File: src/rtl/sump_cmd_rx_if.sv
// Byte-stream input and command-strobe output bundle of the SUMP command assembler.
// The master drives RXD bytes and consumes commands; the slave is the assembler.
interface sump_cmd_rx_if;
  logic        str_rxd_tvalid;
  logic [7:0]  str_rxd_tdata;
  logic        str_rxd_tready;
  logic [7:0]  cmd_code;
  logic [31:0] cmd_data;
  logic        cmd_valid;
  logic        soft_reset;
  logic        err_timeout;

  modport master (
    output str_rxd_tvalid, str_rxd_tdata,
    input  str_rxd_tready, cmd_code, cmd_data, cmd_valid, soft_reset, err_timeout
  );

  modport slave (
    input  str_rxd_tvalid, str_rxd_tdata,
    output str_rxd_tready, cmd_code, cmd_data, cmd_valid, soft_reset, err_timeout
  );
endinterface

File: src/rtl/sump_cmd_rx.sv
// SUMP command assembler: short (bit7=0) and 5-byte long commands into one strobe each.
// Optional macro SUMP_CMD_TIMEOUT_EN adds a stalled-long-command timeout with err_timeout.
module sump_cmd_rx #(
  parameter int FREQ  = 50_000_000,
  parameter int TO_US = 1000
) (
  input  logic          clk,
  input  logic          rst,
  sump_cmd_rx_if.slave  bus
);

  localparam int TOC = FREQ / 1_000_000 * TO_US;

  typedef enum logic [1:0] {
    ST_IDLE  = 2'd0,
    ST_ARG   = 2'd1,
    ST_ISSUE = 2'd2
  } state_t;

  state_t      state_q;
  logic        tready_q;
  logic [7:0]  opc_q;
  logic [7:0]  code_q;
  logic [31:0] data_q;
  logic [23:0] shadow_q;
  logic [1:0]  idx_q;
  logic [1:0]  idx_d;
  logic        valid_q;
  logic        soft_q;
  logic        xfer_s;

`ifdef SUMP_CMD_TIMEOUT_EN
  localparam int TMR_W = (TOC > 1) ? $clog2(TOC) : 1;
  localparam logic [TMR_W-1:0] TOC_M1 = TMR_W'(TOC - 1);
  logic [TMR_W-1:0] tmr_q;
  logic             err_q;
  assign bus.err_timeout = err_q;
`else
  logic unused_toc_s;
  assign unused_toc_s    = (TOC >= 1);
  assign bus.err_timeout = 1'b0;
`endif

  assign xfer_s         = bus.str_rxd_tvalid && tready_q;
  assign idx_d          = idx_q + 2'd1;
  assign bus.str_rxd_tready = tready_q;
  assign bus.cmd_code   = code_q;
  assign bus.cmd_data   = data_q;
  assign bus.cmd_valid  = valid_q;
  assign bus.soft_reset = soft_q;

  // Command framing FSM; every output is a register updated here.
  always_ff @(posedge clk or posedge rst) begin
    if (rst) begin
      state_q  <= ST_IDLE;
      tready_q <= 1'b0;
      opc_q    <= 8'h00;
      code_q   <= 8'h00;
      data_q   <= 32'h0000_0000;
      shadow_q <= 24'h00_0000;
      idx_q    <= 2'd0;
      valid_q  <= 1'b0;
      soft_q   <= 1'b0;
`ifdef SUMP_CMD_TIMEOUT_EN
      tmr_q    <= '0;
      err_q    <= 1'b0;
`endif
    end else begin
      valid_q <= 1'b0;
      soft_q  <= 1'b0;
`ifdef SUMP_CMD_TIMEOUT_EN
      err_q   <= 1'b0;
`endif
      case (state_q)
        ST_IDLE: begin
          if (xfer_s) begin
            opc_q <= bus.str_rxd_tdata;
            if (!bus.str_rxd_tdata[7]) begin
              code_q   <= bus.str_rxd_tdata;
              data_q   <= 32'h0000_0000;
              valid_q  <= 1'b1;
              soft_q   <= (bus.str_rxd_tdata == 8'h00);
              tready_q <= 1'b0;
              state_q  <= ST_ISSUE;
            end else begin
              idx_q    <= 2'd0;
`ifdef SUMP_CMD_TIMEOUT_EN
              tmr_q    <= '0;
`endif
              tready_q <= 1'b1;
              state_q  <= ST_ARG;
            end
          end else begin
            tready_q <= 1'b1;
            state_q  <= ST_IDLE;
          end
        end
        ST_ARG: begin
          if (xfer_s) begin
`ifdef SUMP_CMD_TIMEOUT_EN
            tmr_q <= '0;
`endif
            // Final byte goes straight to cmd_data; earlier ones stay hidden in the shadow.
            if (idx_q == 2'd3) begin
              code_q   <= opc_q;
              data_q   <= {bus.str_rxd_tdata, shadow_q};
              valid_q  <= 1'b1;
              soft_q   <= (opc_q == 8'h00);
              idx_q    <= 2'd0;
              tready_q <= 1'b0;
              state_q  <= ST_ISSUE;
            end else begin
              case (idx_q)
                2'd0:    shadow_q[7:0]   <= bus.str_rxd_tdata;
                2'd1:    shadow_q[15:8]  <= bus.str_rxd_tdata;
                default: shadow_q[23:16] <= bus.str_rxd_tdata;
              endcase
              idx_q <= idx_d;
            end
          end
`ifdef SUMP_CMD_TIMEOUT_EN
          else if (tmr_q == TOC_M1) begin
            err_q    <= 1'b1;
            shadow_q <= 24'h00_0000;
            idx_q    <= 2'd0;
            tmr_q    <= '0;
            tready_q <= 1'b1;
            state_q  <= ST_IDLE;
          end else begin
            tmr_q <= tmr_q + TMR_W'(1);
          end
`else
          else begin
            state_q <= ST_ARG;
          end
`endif
        end
        ST_ISSUE: begin
          tready_q <= 1'b1;
          state_q  <= ST_IDLE;
        end
        default: begin
          tready_q <= 1'b0;
          state_q  <= ST_IDLE;
        end
      endcase
    end
  end

endmodule

File: src/flat_wrapper.sv
// flat-port wrapper written by rule: the top's interface ports become plain ports
module sump_cmd_rx_flat 
#(
  parameter int FREQ  = 50_000_000,
  parameter int TO_US = 1000
)
  (clk, rst, bus_str_rxd_tvalid, bus_str_rxd_tdata, bus_str_rxd_tready, bus_cmd_code, bus_cmd_data, bus_cmd_valid, bus_soft_reset, bus_err_timeout);
  sump_cmd_rx_if bus_i ();
  input  logic clk;
  input  logic rst;
  input wire logic [$bits(bus_i.str_rxd_tvalid)-1:0] bus_str_rxd_tvalid;
  input wire logic [$bits(bus_i.str_rxd_tdata)-1:0] bus_str_rxd_tdata;
  output wire logic [$bits(bus_i.str_rxd_tready)-1:0] bus_str_rxd_tready;
  output wire logic [$bits(bus_i.cmd_code)-1:0] bus_cmd_code;
  output wire logic [$bits(bus_i.cmd_data)-1:0] bus_cmd_data;
  output wire logic [$bits(bus_i.cmd_valid)-1:0] bus_cmd_valid;
  output wire logic [$bits(bus_i.soft_reset)-1:0] bus_soft_reset;
  output wire logic [$bits(bus_i.err_timeout)-1:0] bus_err_timeout;
  assign bus_i.str_rxd_tvalid = bus_str_rxd_tvalid;
  assign bus_i.str_rxd_tdata = bus_str_rxd_tdata;
  assign bus_str_rxd_tready = bus_i.str_rxd_tready;
  assign bus_cmd_code = bus_i.cmd_code;
  assign bus_cmd_data = bus_i.cmd_data;
  assign bus_cmd_valid = bus_i.cmd_valid;
  assign bus_soft_reset = bus_i.soft_reset;
  assign bus_err_timeout = bus_i.err_timeout;
  sump_cmd_rx #(.FREQ(FREQ), .TO_US(TO_US)) u_core (.clk(clk), .rst(rst), .bus(bus_i));
endmodule
File: config.mk
export PLATFORM = sky130hd
export DESIGN_NAME = sump_cmd_rx_flat
export DESIGN_NICKNAME = d
export VERILOG_FILES = /design/src/rtl/sump_cmd_rx_if.sv /design/src/rtl/sump_cmd_rx.sv /design/src/flat_wrapper.sv
export SDC_FILE = /design/constraint.sdc
export NUM_CORES = 1
export LEC_CHECK = 0
export ABC_AREA = 0
export CAP_MARGIN = 20
export CORE_ASPECT_RATIO = 0.5
export CORE_MARGIN = 2
export CORE_UTILIZATION = 48
export DETAILED_ROUTE_END_ITERATION = 8
export HOLD_SLACK_MARGIN = 0.15
export PLACE_DENSITY_LB_ADDON = 0.2
export SYNTH_ARGS = -nofsm -noshare
export SYNTH_HDL_FRONTEND = slang
export SYNTH_SLANG_ARGS = --single-unit
File: constraint.sdc
create_clock -name clk -period 2.6 [get_ports clk]
set_clock_uncertainty 0.05 [all_clocks]
set_input_delay 0.52 -clock clk [delete_from_list [all_inputs] [get_ports clk]]
set_output_delay 0.52 -clock clk [all_outputs]
set_load 0.1 [all_outputs]
==> flow_summary.toml, run 1 <==
[worst_setup_path]
reg2reg_from = "u_core.idx_q[0]"
arrival_ns = 2.24
critPathLaunchType = "input pin"
cp.required_ns = 2.80
critPathLaunch = "bus_str_rxd_tvalid"
crit_fanout = 23
path_class = "input pin to flop"
setup.worst_path.end_class = "flop"

[route]
detail_route.first_pass.iterations = 4
routed_wl_um = 6716
drc_errors = 0
wl_per_cell_um = 15.73
ant_nets = 0
drt-initial-drc-count = 91
vias = 2181
vias_per_cell = 5.108

[clock_network]
post_cts_resized = 0
hold_buffers = 0
cts_max_path_buffers = 2
root_buffer = "clkbuf_16"
path_clk_slew_ns = 0.06
clkSinkCount = 79
cts_buffers = 9
h-tree-depth = 3
postCtsSetupBuffers = 0
tritoncts = "yes"
clock_latency_ns = 0.33

[floorplanning]
die_w_um = 123.3
die_area_um2 = 7851
start_util_pct = 50.41
io-pin-count = 55
die_y_um = 63.66
coreArea_um2 = 6779
rows = 21

[yosys]
synth-seq-cells = 79
ys_seq_area_share_pct = 57.85
mappedNetlistArea_um2 = 3417
syn_avg_cell_area_um2 = 12.89
synth_cell_types = 34
synth_area_leaders = "dfrtp_1 58%, mux2_2 13%, mux2i_1 7.3%, nand2_1 3.4%, inv_1 3.2%"
ys.warnings.count = 0
synth_area_leader_cell = "dfrtp_1"
postSynthCellCount = 265
synth_top_area_share_pct = 57.85
synthesis.nets = 280

[timing]
final-setup-viol-count = 0
final_hold_viol_count = 0
rsz0062_at_grt = "no"
max_freq_ghz = 0.4889
max_slew.worst_pin.slew_ns = 0.6065
relSlewSlack_pct = 59.38
timing.final.crit_share_pct = 78.67
min_period_ns = 2.045
tns_ns = 0
slew_viol_final = 0

[cells_and_area]
final_cell_count_no_fill = 427
final_common_cell = "dfrtp_1"
final_nets = 345
antenna_cells = 0
area_growth_pct = 25.92
n_fill_cell = 528
layout_common_cells = "79 x dfrtp_1, 54 x buf_4, 40 x mux2_2, 31 x nand2_1, 28 x inv_1"
post_route_cells_drive_above_1_share_pct = 37.61
final_util_pct = 63.47

[grt]
grt_pass1_vias = 2213
grt_max_degree = 80
grt.overflow.total = 0
antenna_found_initial = 0
grt_pass1_wl_um = 11340
gr-usage-all-layers_pct = 19.42

[job]
cap_violations = 0

[placement]
dp.cells = 411
io_buffers = 53
gp_congestion = 0.8087
place_hpwl_um = 4669

[worst_hold_path]
hold_class = "flop to flop"
hp-start = "u_core.shadow_q[0]"

[status]
outcome = "finished, final reports clean"
## per-layer routing
layer / track usage, % / routed length (um) / vias to the layer above
met3: 4.982 / 335 / 12
met1: 27.61 / 3248 / 1095
met4: 7.386 / 114 / 0
li1: - / - / 1025
met5: 0 / 0 / -
met2: 28.57 / 3016 / 49
## synth_stat cells
cell type,number
a21oi_1,1
a22o_1,7
a22oi_1,1
a31o_1,1
a32oi_1,1
and2_1,1
and2_4,1
and3b_1,1
and4b_1,1
buf_2,4
buf_4,3
buf_6,4
clkbuf_2,1
conb_1,1
dfrtp_1,79
ha_1,4
inv_1,29
inv_2,1
mux2_2,40
mux2_4,6
mux2i_1,25
nand2_1,31
nand2_2,3
nand3_1,1
nand3b_1,2
nand4b_1,1
nor2_1,2
nor2_2,1
nor2b_1,2
nor3_2,1
nor4_1,3
o21ai_0,3
o21ai_4,1
or4_1,2
## final timing paths
path                                                  end  slack (ns)  cells after the start
worst max-delay path              u_core.bus.cmd_data[11]        0.55                      6
worst min-delay path                   u_core.shadow_q[0]        0.46                      1
worst max register to register    u_core.bus.cmd_data[11]        0.67                      6
worst min register to register         u_core.shadow_q[0]        0.46                      1
max in group asynchronous       u_core.bus.str_rxd_tready        1.63                      3
min in group asynchronous          u_core.bus.cmd_data[6]        0.55                      3
## worst max-delay path: stages
cell and delay (ns):
clkdlybuf4s50_1 0.57, and3b_1 0.26, o21ai_4 0.12, inv_2 0.28, buf_12 0.24, mux2i_1 0.21
## flip-flops by register name, summed over array words and instances, names as in the netlist
name and cells:
u_core.bus.str_rxd_tready 1, u_core.bus.cmd_data 32, u_core.idx_q 2, u_core.shadow_q 24, u_core.bus.soft_reset 1, u_core.state_q 2
u_core.opc_q 8, u_core.bus.cmd_code 8, u_core.bus.cmd_valid 1
## stage by stage
step | area (um^2) | setup WS [ns] | hold WS (ns)
final | 4303 | 0.5545 | 0.4553
after global routing | 4303 | 0.4587 | 0.4752
after CTS | 4303 | 0.5484 | 0.4580
after detailed placement | 3988 | 0.2094 | 0.4444
after global placement | 3988 | 0.3115 | 0.4376
after floorplan | 3417 | 0.006616 | 0.4292
## cells by family after synthesis
| group | synth area share [%] |
|---|---|
| AOI/OAI and AO/OA | 3.588 |
| adders and majority gates | 1.465 |
| buffers and inverters | 6.005 |
| DFF | 57.85 |
| muxes | 23.14 |
| other | 0.1097 |
| and+or+nand+nor | 7.836 |
## cell type report
class / instances / area (um^2) / share of cell area (%)
timing repair buffer: 66 / 545.5 / 12.68
multi-input combinational: 144 / 1237 / 28.76
clock buffer: 11 / 232.7 / 5.409
clock inverter: 5 / 82.58 / 1.919
inverter: 30 / 112.6 / 2.617
tap: 92 / 115.1 / 2.675
sequential: 79 / 1977 / 45.94
Power of run 1 is not shown: default switching activity piles up to over one toggle a cycle in this logic, so the estimate is an artifact.
==> run 2: changes to the inputs <==
==> constraint.sdc (replaced) <==
create_clock -name clk -period 1.66 [get_ports clk]
set_clock_uncertainty 0.05 [all_clocks]
set_input_delay 0.332 -clock clk [delete_from_list [all_inputs] [get_ports clk]]
set_output_delay 0.332 -clock clk [all_outputs]
set_load 0.1 [all_outputs]
==> flow_summary.toml, run 2 (synthesis results as in run 1) <==
[route]
drc_errors = 0
routed_wl_um = 8083
vias_per_cell = 5.233
wl_per_cell_um = 18.25
ant_nets = 0
drt-initial-drc-count = 237
vias = 2318
detail_route.first_pass.iterations = 4

[status]
failed_checks = "setup timing"
outcome = "finished, violations left"

[worst_setup_path]
path_class = "input pin to flop"
crit_fanout = 2
critPathLaunchType = "input pin"
setup.worst_path.end_class = "flop"
cp.required_ns = 1.88
arrival_ns = 1.89

[floorplanning]
io-pin-count = 55
die_area_um2 = 7851
coreArea_um2 = 6779
die_w_um = 123.3
die_y_um = 63.66
rows = 21
start_util_pct = 50.41

[grt]
grt_pass1_wl_um = 12610
grt_pass1_vias = 2374
gr-usage-all-layers_pct = 22.01
grt.overflow.total = 0
grt_max_degree = 80
antenna_found_initial = 0

[timing]
min_period_ns = 1.677
layout_setup_ws_ns = -0.01703
timing.final.crit_share_pct = 101.0
final_hold_viol_count = 0
max_freq_ghz = 0.5963
slew_viol_final = 0
tns_ns = -0.01703
final-setup-viol-count = 1

[placement]
place_hpwl_um = 5375
gp_congestion = 0.9146
io_buffers = 53

[worst_hold_path]
hold_class = "input pin to async pin"

[cells_and_area]
layout_common_cells = "77 x dfrtp_1, 46 x buf_12, 40 x mux2_2, 31 x nand2_1, 28 x inv_1"
largest_reg_flops = 32
antenna_cells = 0
final_common_cell = "dfrtp_1"
n_fill_cell = 430
final_nets = 361
post_route_cells_drive_above_1_share_pct = 42.74
area_growth_pct = 48.00
regArea_um2 = 1982
multi_input_area_um2 = 1259

[clock_network]
tritoncts = "yes"
cts_buffers = 9
clock_latency_ns = 0.33
cts_max_path_buffers = 2
clkSinkCount = 79
h-tree-depth = 3
root_buffer = "clkbuf_16"
hold_buffers = 0
path_clk_slew_ns = 0.06

[job]
cap_violations = 0
run 2: cell types whose count changed in the layout (fill, tap and decap cells not counted), sizes merged, moves of 2 or more:
cell | before | now
clkinvlp | 3 | 1
buf | 56 | 69
clkbuf | 11 | 15
clkinv | 0 | 3
run 2: per-stage QoR:
step	instance area [um^2]	worst slack (ns)	hold WS, ns	util (%)	std cells
CTS	4949	0.007272	0.4285	73.00	439
floorplan	3432	-0.06026	0.4145	-	265
finish	5057	-0.01703	0.3991	74.60	443
global placement	4652	-0.3638	0.4395	68.62	423
global route	5057	-0.009241	0.4647	74.60	443
detailed placement	4652	-0.3745	0.4484	68.62	423
run 2: worst paths after layout:
check	cells after the start	end	slack, ns	start
worst min register to register	1	u_core.shadow_q[14]	0.46	u_core.shadow_q[14]
worst min-delay path	3	u_core.bus.cmd_data[18]	0.40	rst
worst max register to register	6	u_core.bus.cmd_code[1]	0.04	u_core.idx_q[1]
min in group clk	1	u_core.shadow_q[14]	0.46	u_core.shadow_q[14]
max in group asynchronous	3	u_core.state_q[1]	0.80	rst
worst max-delay path	4	u_core.bus.soft_reset	-0.02	bus_str_rxd_tdata[6]
run 2: cell type report:
type / instances / share of cell area (%)
clock buffers: 12 / 4.874
clock inverters: 4 / 0.8906
inverters: 30 / 2.350
multi-input cells: 144 / 24.89
flip-flops and latches: 79 / 39.19
well taps: 92 / 2.276
repair buffers: 82 / 25.53
run 2: metal layers:
layer / GRT usage [%] / wire length, um
met5: 0 / 0
met4: 5.824 / 125
met2: 33.93 / 3925
met3: 7.246 / 438
met1: 29.99 / 3594
run 2: worst max-delay path: stages:
cell and delay (ns):
clkdlybuf4s50_1 0.50, or4_1 0.59, nor4_1 0.31, a31o_1 0.16
run 2: timing repair:
item / 4_1_cts / 5_1_grt
pin swaps: 0 / 3
gates cloned: 0 / 3
resized for setup: 3 / 7
endpoints found under the setup margin: 34 / 14
setup buffers: 0 / 1
hold endpoints to repair: 0 / 0
Power of run 2 is left out for the same reason.
